==> config.mk <==
export PLATFORM = sky130hd
export DESIGN_NAME = fb_write_arbiter_flat
export DESIGN_NICKNAME = d
export VERILOG_FILES = /design/src/rtl/fb_pkg.sv /design/src/rtl/fb_write_arbiter_if.sv /design/src/rtl/fb_rr_arbiter2.sv /design/src/rtl/fb_write_arbiter.sv /design/src/flat_wrapper.sv
export SDC_FILE = /design/constraint.sdc
export NUM_CORES = 1
export LEC_CHECK = 0
export CORE_ASPECT_RATIO = 1.75
export CORE_UTILIZATION = 35
export CTS_BUF_LIST = sky130_fd_sc_hd__clkbuf_2 sky130_fd_sc_hd__clkbuf_4 sky130_fd_sc_hd__clkbuf_8
export CTS_CLUSTER_DIAMETER = 100
export DETAILED_ROUTE_END_ITERATION = 12
export PLACE_DENSITY = 0.64
export REMOVE_ABC_BUFFERS = 1
export SYNTH_ARGS = -nofsm -noshare
export SYNTH_HDL_FRONTEND = slang
export SYNTH_SLANG_ARGS = --single-unit
==> constraint.sdc <==
create_clock -name clk_in -period 3.65 [get_ports clk_in]
set_clock_uncertainty 0.05 [all_clocks]
set_input_delay 0.73 -clock clk_in [delete_from_list [all_inputs] [get_ports clk_in]]
set_output_delay 0.73 -clock clk_in [all_outputs]
set_load 0.03 [all_outputs]
==> src/rtl/fb_pkg.sv <==
// Shared types and default geometry for the framebuffer write arbiter.
package fb_pkg;

   localparam int unsigned FB_WIDTH_DEF  = 512;
   localparam int unsigned FB_HEIGHT_DEF = 384;

   typedef logic [11:0] pixel_t;

   typedef enum logic [1:0] {IDLE, CLEAR, DRAW} fb_arb_state_t;

   typedef enum logic {REQ_RND, REQ_HUD} requester_t;

endpackage

==> src/rtl/fb_write_arbiter_if.sv <==
// Producer-side bus of the framebuffer write arbiter (renderer, HUD, write port, status).
// drop_count_out exists only when FB_ARB_STATS_EN is defined.
interface fb_write_arbiter_if
   import fb_pkg::*;
#(
   parameter int ADDR_W = 18
);
   // Handshake: a pixel transfers in any cycle where valid and ready are both high.
   // Producers hold valid, x, y and pixel stable until they see ready.
   logic              frame_start_in;
   pixel_t            clear_color_in;
   logic              rnd_valid_in;
   logic [10:0]       rnd_x_in;
   logic [9:0]        rnd_y_in;
   pixel_t            rnd_pixel_in;
   logic              rnd_ready_out;
   logic              hud_valid_in;
   logic [10:0]       hud_x_in;
   logic [9:0]        hud_y_in;
   pixel_t            hud_pixel_in;
   logic              hud_ready_out;
   logic [ADDR_W-1:0] fb_addr_out;
   pixel_t            fb_data_out;
   logic              fb_we_out;
   logic              busy_out;
   logic              clear_done_out;
   logic              overrun_out;
   fb_arb_state_t     state_out;
`ifdef FB_ARB_STATS_EN
   logic [15:0]       drop_count_out;
`endif

   modport slave (
      input  frame_start_in, clear_color_in,
      input  rnd_valid_in, rnd_x_in, rnd_y_in, rnd_pixel_in,
      input  hud_valid_in, hud_x_in, hud_y_in, hud_pixel_in,
`ifdef FB_ARB_STATS_EN
      output drop_count_out,
`endif
      output rnd_ready_out, hud_ready_out,
      output fb_addr_out, fb_data_out, fb_we_out,
      output busy_out, clear_done_out, overrun_out, state_out
   );

   modport master (
      output frame_start_in, clear_color_in,
      output rnd_valid_in, rnd_x_in, rnd_y_in, rnd_pixel_in,
      output hud_valid_in, hud_x_in, hud_y_in, hud_pixel_in,
`ifdef FB_ARB_STATS_EN
      input  drop_count_out,
`endif
      input  rnd_ready_out, hud_ready_out,
      input  fb_addr_out, fb_data_out, fb_we_out,
      input  busy_out, clear_done_out, overrun_out, state_out
   );

endinterface

==> src/rtl/fb_rr_arbiter2.sv <==
// Two-requester round-robin: combinational one-hot readies, last grant held internally.
module fb_rr_arbiter2
   import fb_pkg::*;
(
   input  logic clk,
   input  logic rst,
   input  logic en,
   input  logic valid_rnd,
   input  logic valid_hud,
   output logic ready_rnd,
   output logic ready_hud
);

   requester_t last_grant;

   always_comb begin
      ready_rnd = 1'b0;
      ready_hud = 1'b0;
      if (en) begin
         if (valid_rnd && valid_hud) begin
            // Tie goes to whoever was not served last.
            if (last_grant == REQ_HUD) ready_rnd = 1'b1;
            else                       ready_hud = 1'b1;
         end else begin
            ready_rnd = valid_rnd;
            ready_hud = valid_hud;
         end
      end
   end

   always_ff @(posedge clk) begin
      if (rst)            last_grant <= REQ_HUD;
      else if (ready_rnd) last_grant <= REQ_RND;
      else if (ready_hud) last_grant <= REQ_HUD;
   end

endmodule

==> src/rtl/fb_write_arbiter.sv <==
// Framebuffer write-port owner: per-frame background sweep, then round-robin renderer/HUD pixels.
// Define FB_ARB_STATS_EN to add the saturating dropped-pixel counter.
module fb_write_arbiter
   import fb_pkg::*;
#(
   parameter int WIDTH  = FB_WIDTH_DEF,
   parameter int HEIGHT = FB_HEIGHT_DEF,
   parameter int ADDR_W = $clog2(WIDTH * HEIGHT)
)(
   input  logic            clk_in,
   input  logic            rst_in,
   fb_write_arbiter_if.slave bus
);

   localparam int X_SHIFT = $clog2(WIDTH);
   localparam logic [ADDR_W-1:0] LAST_ADDR = ADDR_W'(WIDTH * HEIGHT - 1);

   fb_arb_state_t     state;
   logic [ADDR_W-1:0] clear_cnt;
   pixel_t            clear_color;

   logic              ready_rnd, ready_hud, grant_en, handshake, in_range;
   logic [10:0]       sel_x;
   logic [9:0]        sel_y;
   pixel_t            sel_pixel;
   logic [ADDR_W-1:0] pix_addr;

   // A frame start in DRAW wins over any pending pixel.
   assign grant_en = (state == DRAW) && !bus.frame_start_in;

   fb_rr_arbiter2 u_rr (
      .clk       (clk_in),
      .rst       (rst_in),
      .en        (grant_en),
      .valid_rnd (bus.rnd_valid_in),
      .valid_hud (bus.hud_valid_in),
      .ready_rnd (ready_rnd),
      .ready_hud (ready_hud)
   );

   assign bus.rnd_ready_out = ready_rnd;
   assign bus.hud_ready_out = ready_hud;
   assign bus.state_out     = state;

   assign handshake = ready_rnd | ready_hud;
   assign sel_x     = ready_rnd ? bus.rnd_x_in     : bus.hud_x_in;
   assign sel_y     = ready_rnd ? bus.rnd_y_in     : bus.hud_y_in;
   assign sel_pixel = ready_rnd ? bus.rnd_pixel_in : bus.hud_pixel_in;
   assign in_range  = (32'(sel_x) < WIDTH) && (32'(sel_y) < HEIGHT);
   assign pix_addr  = ADDR_W'((32'(sel_y) << X_SHIFT) + 32'(sel_x));

   // clear_cnt is the next sweep address to issue; the write on the port is registered.
   always_ff @(posedge clk_in) begin
      if (rst_in) begin
         state              <= IDLE;
         clear_cnt          <= '0;
         clear_color        <= '0;
         bus.fb_addr_out    <= '0;
         bus.fb_data_out    <= '0;
         bus.fb_we_out      <= 1'b0;
         bus.busy_out       <= 1'b0;
         bus.clear_done_out <= 1'b0;
         bus.overrun_out    <= 1'b0;
`ifdef FB_ARB_STATS_EN
         bus.drop_count_out <= '0;
`endif
      end else begin
         bus.fb_we_out      <= 1'b0;
         bus.clear_done_out <= 1'b0;
         bus.overrun_out    <= 1'b0;
         if (bus.frame_start_in) begin
            state              <= CLEAR;
            clear_color        <= bus.clear_color_in;
            bus.fb_addr_out    <= '0;
            bus.fb_data_out    <= bus.clear_color_in;
            bus.fb_we_out      <= 1'b1;
            bus.busy_out       <= 1'b1;
            bus.clear_done_out <= (LAST_ADDR == '0);
            bus.overrun_out    <= (state == CLEAR);
            clear_cnt          <= ADDR_W'(1);
`ifdef FB_ARB_STATS_EN
            bus.drop_count_out <= '0;
`endif
         end else begin
            case (state)
               IDLE: ;
               CLEAR: begin
                  if (bus.clear_done_out) begin
                     state        <= DRAW;
                     bus.busy_out <= 1'b0;
                  end else begin
                     bus.fb_addr_out    <= clear_cnt;
                     bus.fb_data_out    <= clear_color;
                     bus.fb_we_out      <= 1'b1;
                     bus.clear_done_out <= (clear_cnt == LAST_ADDR);
                     clear_cnt          <= clear_cnt + 1'b1;
                  end
               end
               DRAW: begin
                  if (handshake) begin
                     bus.fb_addr_out <= pix_addr;
                     bus.fb_data_out <= sel_pixel;
                     bus.fb_we_out   <= in_range;
`ifdef FB_ARB_STATS_EN
                     if (!in_range && bus.drop_count_out != 16'hFFFF)
                        bus.drop_count_out <= bus.drop_count_out + 16'd1;
`endif
                  end
               end
               default: state <= IDLE;
            endcase
         end
      end
   end

endmodule

==> src/flat_wrapper.sv <==
// flat-port wrapper written by rule: the top's interface ports become plain ports
module fb_write_arbiter_flat import fb_pkg::*;
#(
   parameter int WIDTH  = FB_WIDTH_DEF,
   parameter int HEIGHT = FB_HEIGHT_DEF,
   parameter int ADDR_W = $clog2(WIDTH * HEIGHT)
)
  (clk_in, rst_in, bus_frame_start_in, bus_clear_color_in, bus_rnd_valid_in, bus_rnd_x_in, bus_rnd_y_in, bus_rnd_pixel_in, bus_hud_valid_in, bus_hud_x_in, bus_hud_y_in, bus_hud_pixel_in, bus_rnd_ready_out, bus_hud_ready_out, bus_fb_addr_out, bus_fb_data_out, bus_fb_we_out, bus_busy_out, bus_clear_done_out, bus_overrun_out, bus_state_out);
  fb_write_arbiter_if #(.ADDR_W(ADDR_W)) bus_i ();
  input  logic clk_in;
  input  logic rst_in;
  input wire logic [$bits(bus_i.frame_start_in)-1:0] bus_frame_start_in;
  input wire logic [$bits(bus_i.clear_color_in)-1:0] bus_clear_color_in;
  input wire logic [$bits(bus_i.rnd_valid_in)-1:0] bus_rnd_valid_in;
  input wire logic [$bits(bus_i.rnd_x_in)-1:0] bus_rnd_x_in;
  input wire logic [$bits(bus_i.rnd_y_in)-1:0] bus_rnd_y_in;
  input wire logic [$bits(bus_i.rnd_pixel_in)-1:0] bus_rnd_pixel_in;
  input wire logic [$bits(bus_i.hud_valid_in)-1:0] bus_hud_valid_in;
  input wire logic [$bits(bus_i.hud_x_in)-1:0] bus_hud_x_in;
  input wire logic [$bits(bus_i.hud_y_in)-1:0] bus_hud_y_in;
  input wire logic [$bits(bus_i.hud_pixel_in)-1:0] bus_hud_pixel_in;
  output wire logic [$bits(bus_i.rnd_ready_out)-1:0] bus_rnd_ready_out;
  output wire logic [$bits(bus_i.hud_ready_out)-1:0] bus_hud_ready_out;
  output wire logic [$bits(bus_i.fb_addr_out)-1:0] bus_fb_addr_out;
  output wire logic [$bits(bus_i.fb_data_out)-1:0] bus_fb_data_out;
  output wire logic [$bits(bus_i.fb_we_out)-1:0] bus_fb_we_out;
  output wire logic [$bits(bus_i.busy_out)-1:0] bus_busy_out;
  output wire logic [$bits(bus_i.clear_done_out)-1:0] bus_clear_done_out;
  output wire logic [$bits(bus_i.overrun_out)-1:0] bus_overrun_out;
  output wire logic [$bits(bus_i.state_out)-1:0] bus_state_out;
  assign bus_i.frame_start_in = bus_frame_start_in;
  assign bus_i.clear_color_in = bus_clear_color_in;
  assign bus_i.rnd_valid_in = bus_rnd_valid_in;
  assign bus_i.rnd_x_in = bus_rnd_x_in;
  assign bus_i.rnd_y_in = bus_rnd_y_in;
  assign bus_i.rnd_pixel_in = bus_rnd_pixel_in;
  assign bus_i.hud_valid_in = bus_hud_valid_in;
  assign bus_i.hud_x_in = bus_hud_x_in;
  assign bus_i.hud_y_in = bus_hud_y_in;
  assign bus_i.hud_pixel_in = bus_hud_pixel_in;
  assign bus_rnd_ready_out = bus_i.rnd_ready_out;
  assign bus_hud_ready_out = bus_i.hud_ready_out;
  assign bus_fb_addr_out = bus_i.fb_addr_out;
  assign bus_fb_data_out = bus_i.fb_data_out;
  assign bus_fb_we_out = bus_i.fb_we_out;
  assign bus_busy_out = bus_i.busy_out;
  assign bus_clear_done_out = bus_i.clear_done_out;
  assign bus_overrun_out = bus_i.overrun_out;
  assign bus_state_out = bus_i.state_out;
  fb_write_arbiter #(.WIDTH(WIDTH), .HEIGHT(HEIGHT), .ADDR_W(ADDR_W)) u_core (.clk_in(clk_in), .rst_in(rst_in), .bus(bus_i));
endmodule
# Word level (Yosys, flattened, before mapping)
# Cells that the tools add are included.
[totals] ff_bits=67 latch_bits=0 mem_bits_rw=0 rom_bits=0 input_bits=83 output_inout_bits=38 n_memories=0
[classes] n_addsub=2 mul=0 div=0 magnitude_cmp=2 n_eq_ne=11 shifts=0 mux=31 bitwise_logic=5 reduce_logical=21
[ops] cell="$mux W12" n=4
[ops] cell="$mux W18" n=2
[ops] cell="$pmux W18 S2" n=1
[ops] cell="$pmux W12 S2" n=1
[ops] cell="$add A18 B1 Y18 const B" n=1
[ops] cell="$add A18 B11 Y18" n=1
[ops] cell="$eq A18 B18 Y1 const B" n=1
[ops] cell="$mux W1" n=18
[ops] cell="$lt A11 B10 Y1 const B" n=1
[ops] cell="$mux W11" n=1
[ops] cell="$lt A10 B9 Y1 const B" n=1
[ops] cell="$mux W10" n=1
[ops] cell="$reduce_and A2 Y1" n=5
[ops] cell="$reduce_bool A2 Y1" n=4
[ops] cell="$ne A2 B1 Y1 const B" n=3
[ops] cell="$ne A3 B2 Y1 const B" n=2
[ops] cell="$reduce_and A3 Y1" n=2
[ops] cell="$reduce_or A2 Y1" n=3
[ops] cell="$ne A2 B2 Y1 const B" n=2
[ops] cell="$not A1 Y1" n=4
[ops] cell="$pmux W2 S2" n=1
[ops] cell="$reduce_or A4 Y1" n=1
[ops] cell="$logic_and A1 B1 Y1" n=3
[ops] cell="$ne A3 B3 Y1 const B" n=1
[ops] cell="8 further kinds" n=8

# Logic depth before layout (Yosys ltp)
# Gate-level depths: netlist of run 1.
[depth] depth_word=9 mapped_depth=17 depth_no_buf=14

# By module
# Synthesis of run 1 repeated with hierarchy kept, for this count alone.
[hier_totals] cells_unflattened=426 hier_area_um2=3648.5
[by_module_without_submodules] mod="fb_write_arbiter" instances=1 cells_each=418 area_per_inst_um2=3589.7 seq_area_each_um2=1321.3
[by_module_without_submodules] mod="fb_rr_arbiter2" instances=1 cells_each=8 area_per_inst_um2=58.8 seq_area_each_um2=20.0

# Worst setup path after synthesis of run 1
# OpenSTA, ideal clock, no wires.
[synth_path] kind="register to register" from="register u_core.state[0] (netlist: u_core.bus.state_out[0])" to="register u_core.bus.fb_addr_out[13]" setup_time_ns=0.125 arrival_ns=2.851 required_time_ns=3.475 slack_ns=0.624 path_stages_with_launch=18 path_buffers=3 path_cell_list="dfxtp_1 > inv_1 > ha_1 > nor2b_1 > buf_4 > nand3_4 > inv_4 > buf_4 > nand2_1 > nand2_1 > ha_1 > fa_1 > clkbuf_1 > nand3_1 > xor2_1 > nand2_1 > o211ai_1 > a31oi_1"
[synth_via] elab_chain_cells=7 word_cells_on_any_way=15 cone_classes="add/sub: 1; eq/ne: 4; mux: 6; bitwise: 1; reduce/logical: 3"
[synth_lines] element="from (decl)" line_no="fb_write_arbiter.sv:18" text="fb_arb_state_t state;"
[synth_lines] element="from (signal assigned)" line_no="fb_write_arbiter.sv:55" text="state <= IDLE;"
[synth_lines] element="from (signal assigned)" line_no="fb_write_arbiter.sv:72" text="state <= CLEAR;"
[synth_lines] element="from (signal assigned)" line_no="fb_write_arbiter.sv:89" text="state <= DRAW;"
[synth_lines] element="$eq A2 B2 Y1 *" line_no="fb_write_arbiter.sv:29" text="assign grant_en = (state == DRAW) && !bus.frame_start_in;"
[synth_lines] element="$logic_and A1 B1 Y1 *" line_no="fb_write_arbiter.sv:29"
[synth_lines] element="$mux W1 *" line_no="fb_rr_arbiter2.sv:19" text="if (en) begin"
[synth_lines] element="via bus_rnd_ready_out" line_no="flat_wrapper.sv:22" text="output wire logic [$bits(bus_i.rnd_ready_out)-1:0] bus_rnd_ready_out;"
[synth_lines] element="$mux W10 or $mux W11 (tied branches)" line_no="fb_write_arbiter.sv:47, fb_write_arbiter.sv:46"
[synth_lines] element="$add A18 B11 Y18" line_no="fb_write_arbiter.sv:50" text="assign pix_addr = ADDR_W'((32'(sel_y) << X_SHIFT) + 32'(sel_x));"
[synth_lines] element="$mux W18" line_no="fb_write_arbiter.sv:100" text="if (handshake) begin"
[synth_lines] element="$pmux W18 S2" line_no="fb_write_arbiter.sv:85" text="case (state)"
[synth_lines] element="to (signal assigned)" line_no="fb_write_arbiter.sv:92" text="bus.fb_addr_out <= clear_cnt;"
[synth_lines] element="to (signal assigned)" line_no="fb_write_arbiter.sv:101" text="bus.fb_addr_out <= pix_addr;"
[synth_lines] element="to (decl)" line_no="fb_write_arbiter_if.sv:41" text="output fb_addr_out, fb_data_out, fb_we_out,"
# The timed path passes the listed nets; every way through them passes the cells marked *. The select of a mux whose other input is x is not followed.
# A chain may end at the register's enable or synchronous reset.

# Worst setup path in the final report of run 1
[layout_path] from="input port bus_frame_start_in" to="output port bus_rnd_ready_out"
[layout_via] elab_chain_cells=3
[layout_lines] element="from (decl)" line_no="flat_wrapper.sv:12" text="input wire logic [$bits(bus_i.frame_start_in)-1:0] bus_frame_start_in;"
[layout_lines] element="$logic_not A1 Y1" line_no="fb_write_arbiter.sv:29"
[layout_lines] element="$logic_and A1 B1 Y1" line_no="fb_write_arbiter.sv:29"
[layout_lines] element="$mux W1" line_no="fb_rr_arbiter2.sv:19"
[layout_lines] element="to (decl)" line_no="flat_wrapper.sv:22"
# No other way between the ends.

==> qor.txt, run 1 <==
vias in the first global route: 3,518
# port buffers: 120
routability congestion estimate: 0.8179
Die Y: 135.8 um
post-route setup slack: 0.4426 ns
final wirelength: 10,360 um
CTS tree: yes
Total GRT Usage: 20.03%
vias per cell: 5.158
internal power: 1282 uW
PwrDens: 339.7 mW/mm^2
GR Layer Usage met3: 4.175%
Synth Register Bits: 67
fin. max-slew vios: 0
die footprint: 0.01065 sq mm
part of the cycle the worst path needs: 87.87%
Slew @ Worst Pin: 0.9700 ns
IO Pins: 121
max-cap viol count: 0
post-CTS sizing: 0
first-pass GRT wire length: 16,520 um
met1 usage: 21.04%
synthesized area per cell: 7.902 sq um
antenna-violating nets left: 0
Comb power frac: 18.1%
DR DRC count: 0
H-tree Lvls: 3
CP max FO: 32
sequential share of power: 45.1%
synth top area cells: dfxtp_1, nand2_1, nor2_1, mux2i_1, xor2_1
Post-CTS Setup Repair Bufs: 0
busiest grt layer: met2
Tmin final: 3.207 ns
family with the most delay on the worst path: buffers and inverters
CTS Buf Count: 9
Site Rows: 48
via count: 3,559
worst hold path class: reg2reg
Max Clock Freq: 0.3118 GHz
net switching power: 431.0 uW
EDFF count, synth: 0
Worst Setup End Kind: output pin
RSZ-0062 raised after global routing: no
outcome: complete, no violations
Max rail drop VDD: 0.1900 mV
Pwr Total: 1713 uW
dominant synthesized flop cell: dfxtp_1
most common cell after layout, fill and taps aside: clkdlybuf4s50_1
die extent in x: 78.45 um
final setup fails: 0
P&R area growth vs syn: 40.86%
clk buf depth: 2
antenna violations before repair: 0
Syn Std Cell Area: 0.003580 sq mm
Worst setup SP type: primary input
switching share of power: 25.16%
Total Nets Final: 651
Reg clk slew, reported paths: 0.06 ns
initial drt markers: 143
CP max stage cell: clkdlybuf4s50_1
Hold Violations, Final: 0
CP Class: in2out
Synth area leader: dfxtp_1
critical path data arrival time: 2.43 ns
core area: 0.009910 sq mm
Slew HR: 35.10%
met2 Track Usage GR: 37.67%
Yosys top cell area share: 37.47%
pre-CTS WS: 0.2695 ns
Clk pwr share: 36.8%
CP max stage delay: 0.43 ns
DP HPWL: 7572 um
synthesized instance count: 453
number of detailed-route iterations in the first pass: 7
Ant. Diodes: 0
crit path buf inv count: 4
distinct cell type count after synthesis: 47
Final Util: 50.88%
commonest cells after routing, fill and taps aside: clkdlybuf4s50_1, nand2_1, nor2_1
Synth warnings: 0
clk_lat worst skew: 0.35 ns
cell repeated most along the worst path: buf_4
CTS Sinks: 67
starting density of the core: 36.12%
total grt overflow: 0
largest net degree at the start of global routing: 40
share of layout cells above drive strength 1: 6.195%
Seq/Total Area, Yosys: 37.47%
crit path cell chain: clkdlybuf4s50_1, nor2b_1, nand3_4, inv_4, buf_4, buf_4
FFs w/ async S/R, synth: 0%
Worst Path Required: 2.87 ns
CTS hold repair buffers: 0
Lkg Pwr: 0.001906 uW
Clk Tree Root Cell: clkbuf_8
WL per Instance: 15.01 um
tightest hold or removal path, cell delays in order (launching register included):
cell     delay, ns
dfxtp_1       0.32
a21oi_1       0.06
nor2_1        0.07
sequential cells by signal, indices dropped and copies added, names as in the netlist, 2 cells and up:
register / count
u_core.clear_cnt: 18
u_core.clear_color: 12
u_core.bus.fb_addr_out: 18
u_core.bus.state_out: 2
u_core.bus.fb_data_out: 12
final cells by class:
type | count | area (sq um)
Tap cell | 125 | 156.4
Inverter | 5 | 21.27
Clock buffer | 13 | 166.4
Sequential cell | 67 | 1341
Multi-Input combinational cell | 350 | 2066
Clock inverter | 2 | 35.03
Timing Repair Buffer | 128 | 1256
Fill cell | 985 | 4867
cells by family (layout without fill, tap and decap cells):
| logic type | Yosys count | count (layout) | synth area share, % |
|---|---|---|---|
| compound gates | 83 | 83 | 16.18 |
| xor+xnor | 22 | 22 | 5.383 |
| fa+ha+maj | 7 | 7 | 2.656 |
| buf+inv | 36 | 148 | 4.823 |
| flops | 67 | 67 | 37.47 |
| mux | 20 | 20 | 5.592 |
| simple gates | 218 | 218 | 27.89 |
final timing paths:
check,cells past startpoint,start,slack [ns],endpoint
max,6,bus_frame_start_in,0.44,bus_rnd_ready_out
min,2,u_core.bus.fb_addr_out[3]$_SDFFE_PP0P_,0.44,u_core.bus.fb_addr_out[3]$_SDFFE_PP0P_
max reg2reg,13,u_core.bus.state_out[0]$_SDFFE_PP0P_,0.75,u_core.bus.fb_addr_out[13]$_SDFFE_PP0P_
min reg2reg,2,u_core.bus.fb_addr_out[3]$_SDFFE_PP0P_,0.44,u_core.bus.fb_addr_out[3]$_SDFFE_PP0P_
metrics by stage:
step                      std cells  hold slack [ns]  area [sq um]  TNS [ns]
after floorplan                 422           0.4114          3428    -4.363
after global placement          675           0.4208          4841         0
after detailed placement        675           0.4313          4841         0
after CTS                       690           0.4461          5042         0
after global routing            690           0.4780          5042         0
final                           690           0.4407          5042         0
layer usage:
layer	wire length [um]	vias to the layer above
li1	-	1794
met3	530	16
met4	223	0
met2	5655	102
met5	0	-
met1	3947	1647
synthesized netlist by cell type, types with 5 or more instances:
library cell and instances:
o21ai_0 12, buf_2 7, ha_1 6, a211oi_1 14, nand3_1 11, nand4_1 7
dfxtp_1 67, clkbuf_1 17, xnor2_1 7, nand2_1 90, and3_1 5, a222oi_1 12
a21oi_1 21, nand2b_1 5, xor2_1 15, nor2_1 72, nor3_1 8, a311oi_1 9
mux2i_1 20
power by group through the flow:
stage	logic, uW	registers, uW	clock network [uW]
after floorplan	103	822	0
after global placement	307	788	0
after detailed placement	310	790	0
after CTS	312	773	651
after global routing	336	776	683
final	309	773	630
Power figures use the tool's default switching activity.
==> run 2: changes to the inputs <==
--- a/config.mk
+++ b/config.mk
@@ -7,3 +7,3 @@
 export LEC_CHECK = 0
-export CORE_ASPECT_RATIO = 1.75
+export CORE_ASPECT_RATIO = 0.75
 export CORE_UTILIZATION = 35
--- a/constraint.sdc
+++ b/constraint.sdc
@@ -4,2 +4,2 @@
 set_output_delay 0.73 -clock clk_in [all_outputs]
-set_load 0.03 [all_outputs]
+set_load 0.01 [all_outputs]
==> run 2 against run 1 <==
  * Die area decreased by 0.11%
  * Critical path depth decreased by 1
  * Sequential share of layout area shrank 0.17 points
  * Flip-flop and latch count did not move
  * Total power down 0.23%
  * Critical endpoint unchanged
==> qor.txt, run 2 (synthesis gave the netlist of run 1 again) <==
die footprint: 0.01064 sq mm (-0.11%)
crit path cell chain: clkdlybuf4s50_1, nor2b_1, nand3_4, inv_4, clkdlybuf4s50_1
vias per cell: 5.157 (about the same)
Worst Path Required: 2.87 ns (about the same)
Worst R2R Start: u_core.bus.state_out[0]$_SDFFE_PP0P_
largest registers: u_core.bus.fb_addr_out x18, u_core.clear_cnt x18
core area: 0.009813 sq mm (-0.97%)
initial drt markers: 198 (+38%)
outcome: complete, no violations
met2 Track Usage GR: 29.82% (-7.8 points)
fin. max-slew vios: 0 (unchanged)
share of layout cells above drive strength 1: 6.173% (-0.022 points)
Site Rows: 31 (-35%)
total grt overflow: 0 (unchanged)
number of detailed-route iterations in the first pass: 5 (-2)
CTS hold repair buffers: 0 (unchanged)
DR DRC count: 0 (unchanged)
P&R area growth vs syn: 41.77%
flop-to-flop setup slack: 0.74 ns (about the same)
post-CTS sizing: 0 (unchanged)
via count: 3,605 (+1.3%)
die extent in x: 118.8 um (+51%)
Lkg Pwr: 0.001898 uW (-0.40%)
# port buffers: 120 (unchanged)
cell repeated most along the worst path: clkdlybuf4s50_1
antenna violations before repair: 0 (unchanged)
RSZ-0062 raised after global routing: no
vias in the first global route: 3,184 (-9.5%)
DP HPWL: 7385 um (-2.5%)
CP max stage cell: clkdlybuf4s50_1
PwrDens: 336.7 mW/mm^2 (-0.87%)
critical path data arrival time: 2.55 ns (+0.12 ns)
Worst setup SP type: primary input
first-pass GRT wire length: 15,780 um (-4.5%)
Worst Setup End Kind: output pin
Pwr Total: 1709 uW (-0.23%)
largest net degree at the start of global routing: 40 (unchanged)
Clk Tree Root Cell: clkbuf_8
Slew HR: 34.25% (-0.85 points)
WHS: 0.4472 ns (+0.006462 ns)
max-cap viol count: 0 (unchanged)
Total GRT Usage: 18.95% (-1.1 points)
Slew @ Worst Pin: 0.9827 ns (+0.01268 ns)
IO Pins: 121 (unchanged)
most common cell after layout, fill and taps aside: clkdlybuf4s50_1
Tmin final: 3.329 ns (+0.1217 ns)
hold_sp: u_core.clear_color[11]$_SDFFE_PP0P_
Max Clock Freq: 0.3004 GHz (-3.7%)
final wirelength: 9999 um (-3.4%)
crit path buf inv count: 3 (-1)
busiest grt layer: met2
family with the most delay on the worst path: buffers and inverters
CP startpoint: bus_frame_start_in
Ant. Diodes: 0 (unchanged)
part of the cycle the worst path needs: 91.21% (+3.3 points)
Hold Violations, Final: 0 (unchanged)
CTS Sinks: 67 (unchanged)
Filler Cell Count: 955 (-3.0%)
CP max FO: 18 (-44%)
clk_lat worst skew: 0.36 ns (about the same)
worst hold path class: reg2reg
Die Y: 89.59 um (-34%)
Reg clk slew, reported paths: 0.07 ns (about the same)
CP Class: in2out
Max rail drop VDD: 0.1411 mV (-26%)
Post-CTS Setup Repair Bufs: 0 (unchanged)
clk buf depth: 2 (unchanged)
antenna-violating nets left: 0 (unchanged)
Total Nets Final: 652 (+0.15%)
commonest cells after routing, fill and taps aside: clkdlybuf4s50_1, nand2_1, nor2_1
Final Util: 51.71% (+0.83 points)
CTS tree: yes
routability congestion estimate: 0.7917 (-3.2%)
met1 usage: 25.62% (+4.6 points)
starting density of the core: 36.48% (+0.35 points)
CTS Buf Count: 9 (unchanged)
WL per Instance: 14.30 um (-4.7%)
GR Layer Usage met3: 5.619% (+1.4 points)
final setup fails: 0 (unchanged)
CP max stage delay: 0.61 ns (+0.18 ns)
H-tree Lvls: 3 (unchanged)
==> run 2: cell types whose count changed in the layout (fill, tap and decap cells not counted) <==
cell,previous run,this run
clkinv_2,1,0
clkdlybuf4s50_1,118,120
buf_4,10,9
clkbuf_4,2,0
clkinvlp_4,0,3
clkinv_4,0,1
==> run 2: path summary, 6_finish.rpt <==
check                                                  to  cells past startpoint
setup / recovery                        bus_rnd_ready_out                      5
hold reg to reg       u_core.clear_color[11]$_SDFFE_PP0P_                      2
hold / removal        u_core.clear_color[11]$_SDFFE_PP0P_                      2
setup reg to reg  u_core.bus.fb_addr_out[13]$_SDFFE_PP0P_                     14
==> run 2: worst register-to-register path, stage by stage (launching register included) <==
cell and delay, ns:
dfxtp_1 0.34, inv_1 0.09, ha_1 0.18, nor2b_1 0.27, nand3_4 0.25, inv_4 0.29
nand2_1 0.09, nand2_1 0.07, ha_1 0.20, fa_1 0.39, nand3_1 0.13, xor2_1 0.16
nand2_1 0.06, o211ai_1 0.09, a31oi_1 0.18
==> run 2: routing by layer <==
layer | vias up | part of all wire, %
met1 | 1675 | 47
li1 | 1808 | -
met4 | 0 | 0.76
met2 | 116 | 45
met5 | - | 0
met3 | 6 | 6.9
==> run 2: stage by stage <==
| step | TNS, ns | setup WS [ns] | area [sq um] | cells |
|---|---|---|---|---|
| finish | 0 | 0.3209 | 5075 | 699 |
| global route | 0 | 0.1836 | 5075 | 699 |
| CTS | 0 | 0.2924 | 5075 | 699 |
| detailed placement | 0 | 0.1864 | 4862 | 683 |
| global placement | 0 | 0.2723 | 4862 | 683 |
| floorplan | -2.589 | -0.4370 | 3428 | 422 |
==> run 2: area by class of cell <==
type | count | area (sq um) | area share, %
clock buffers | 11 | 151.4 | 2.983
well taps | 132 | 165.2 | 3.254
flip-flops and latches | 67 | 1341 | 26.43
clock inverters | 5 | 61.31 | 1.208
repair buffers | 129 | 1269 | 25.00
multi-input cells | 350 | 2066 | 40.71
inverters | 5 | 21.27 | 0.4191
==> run 2: power by group <==
group | internal, uW | switching [uW]
logic | 161 | 122
registers | 757 | 15.4
clock network | 353 | 300
total | 1270 | 437
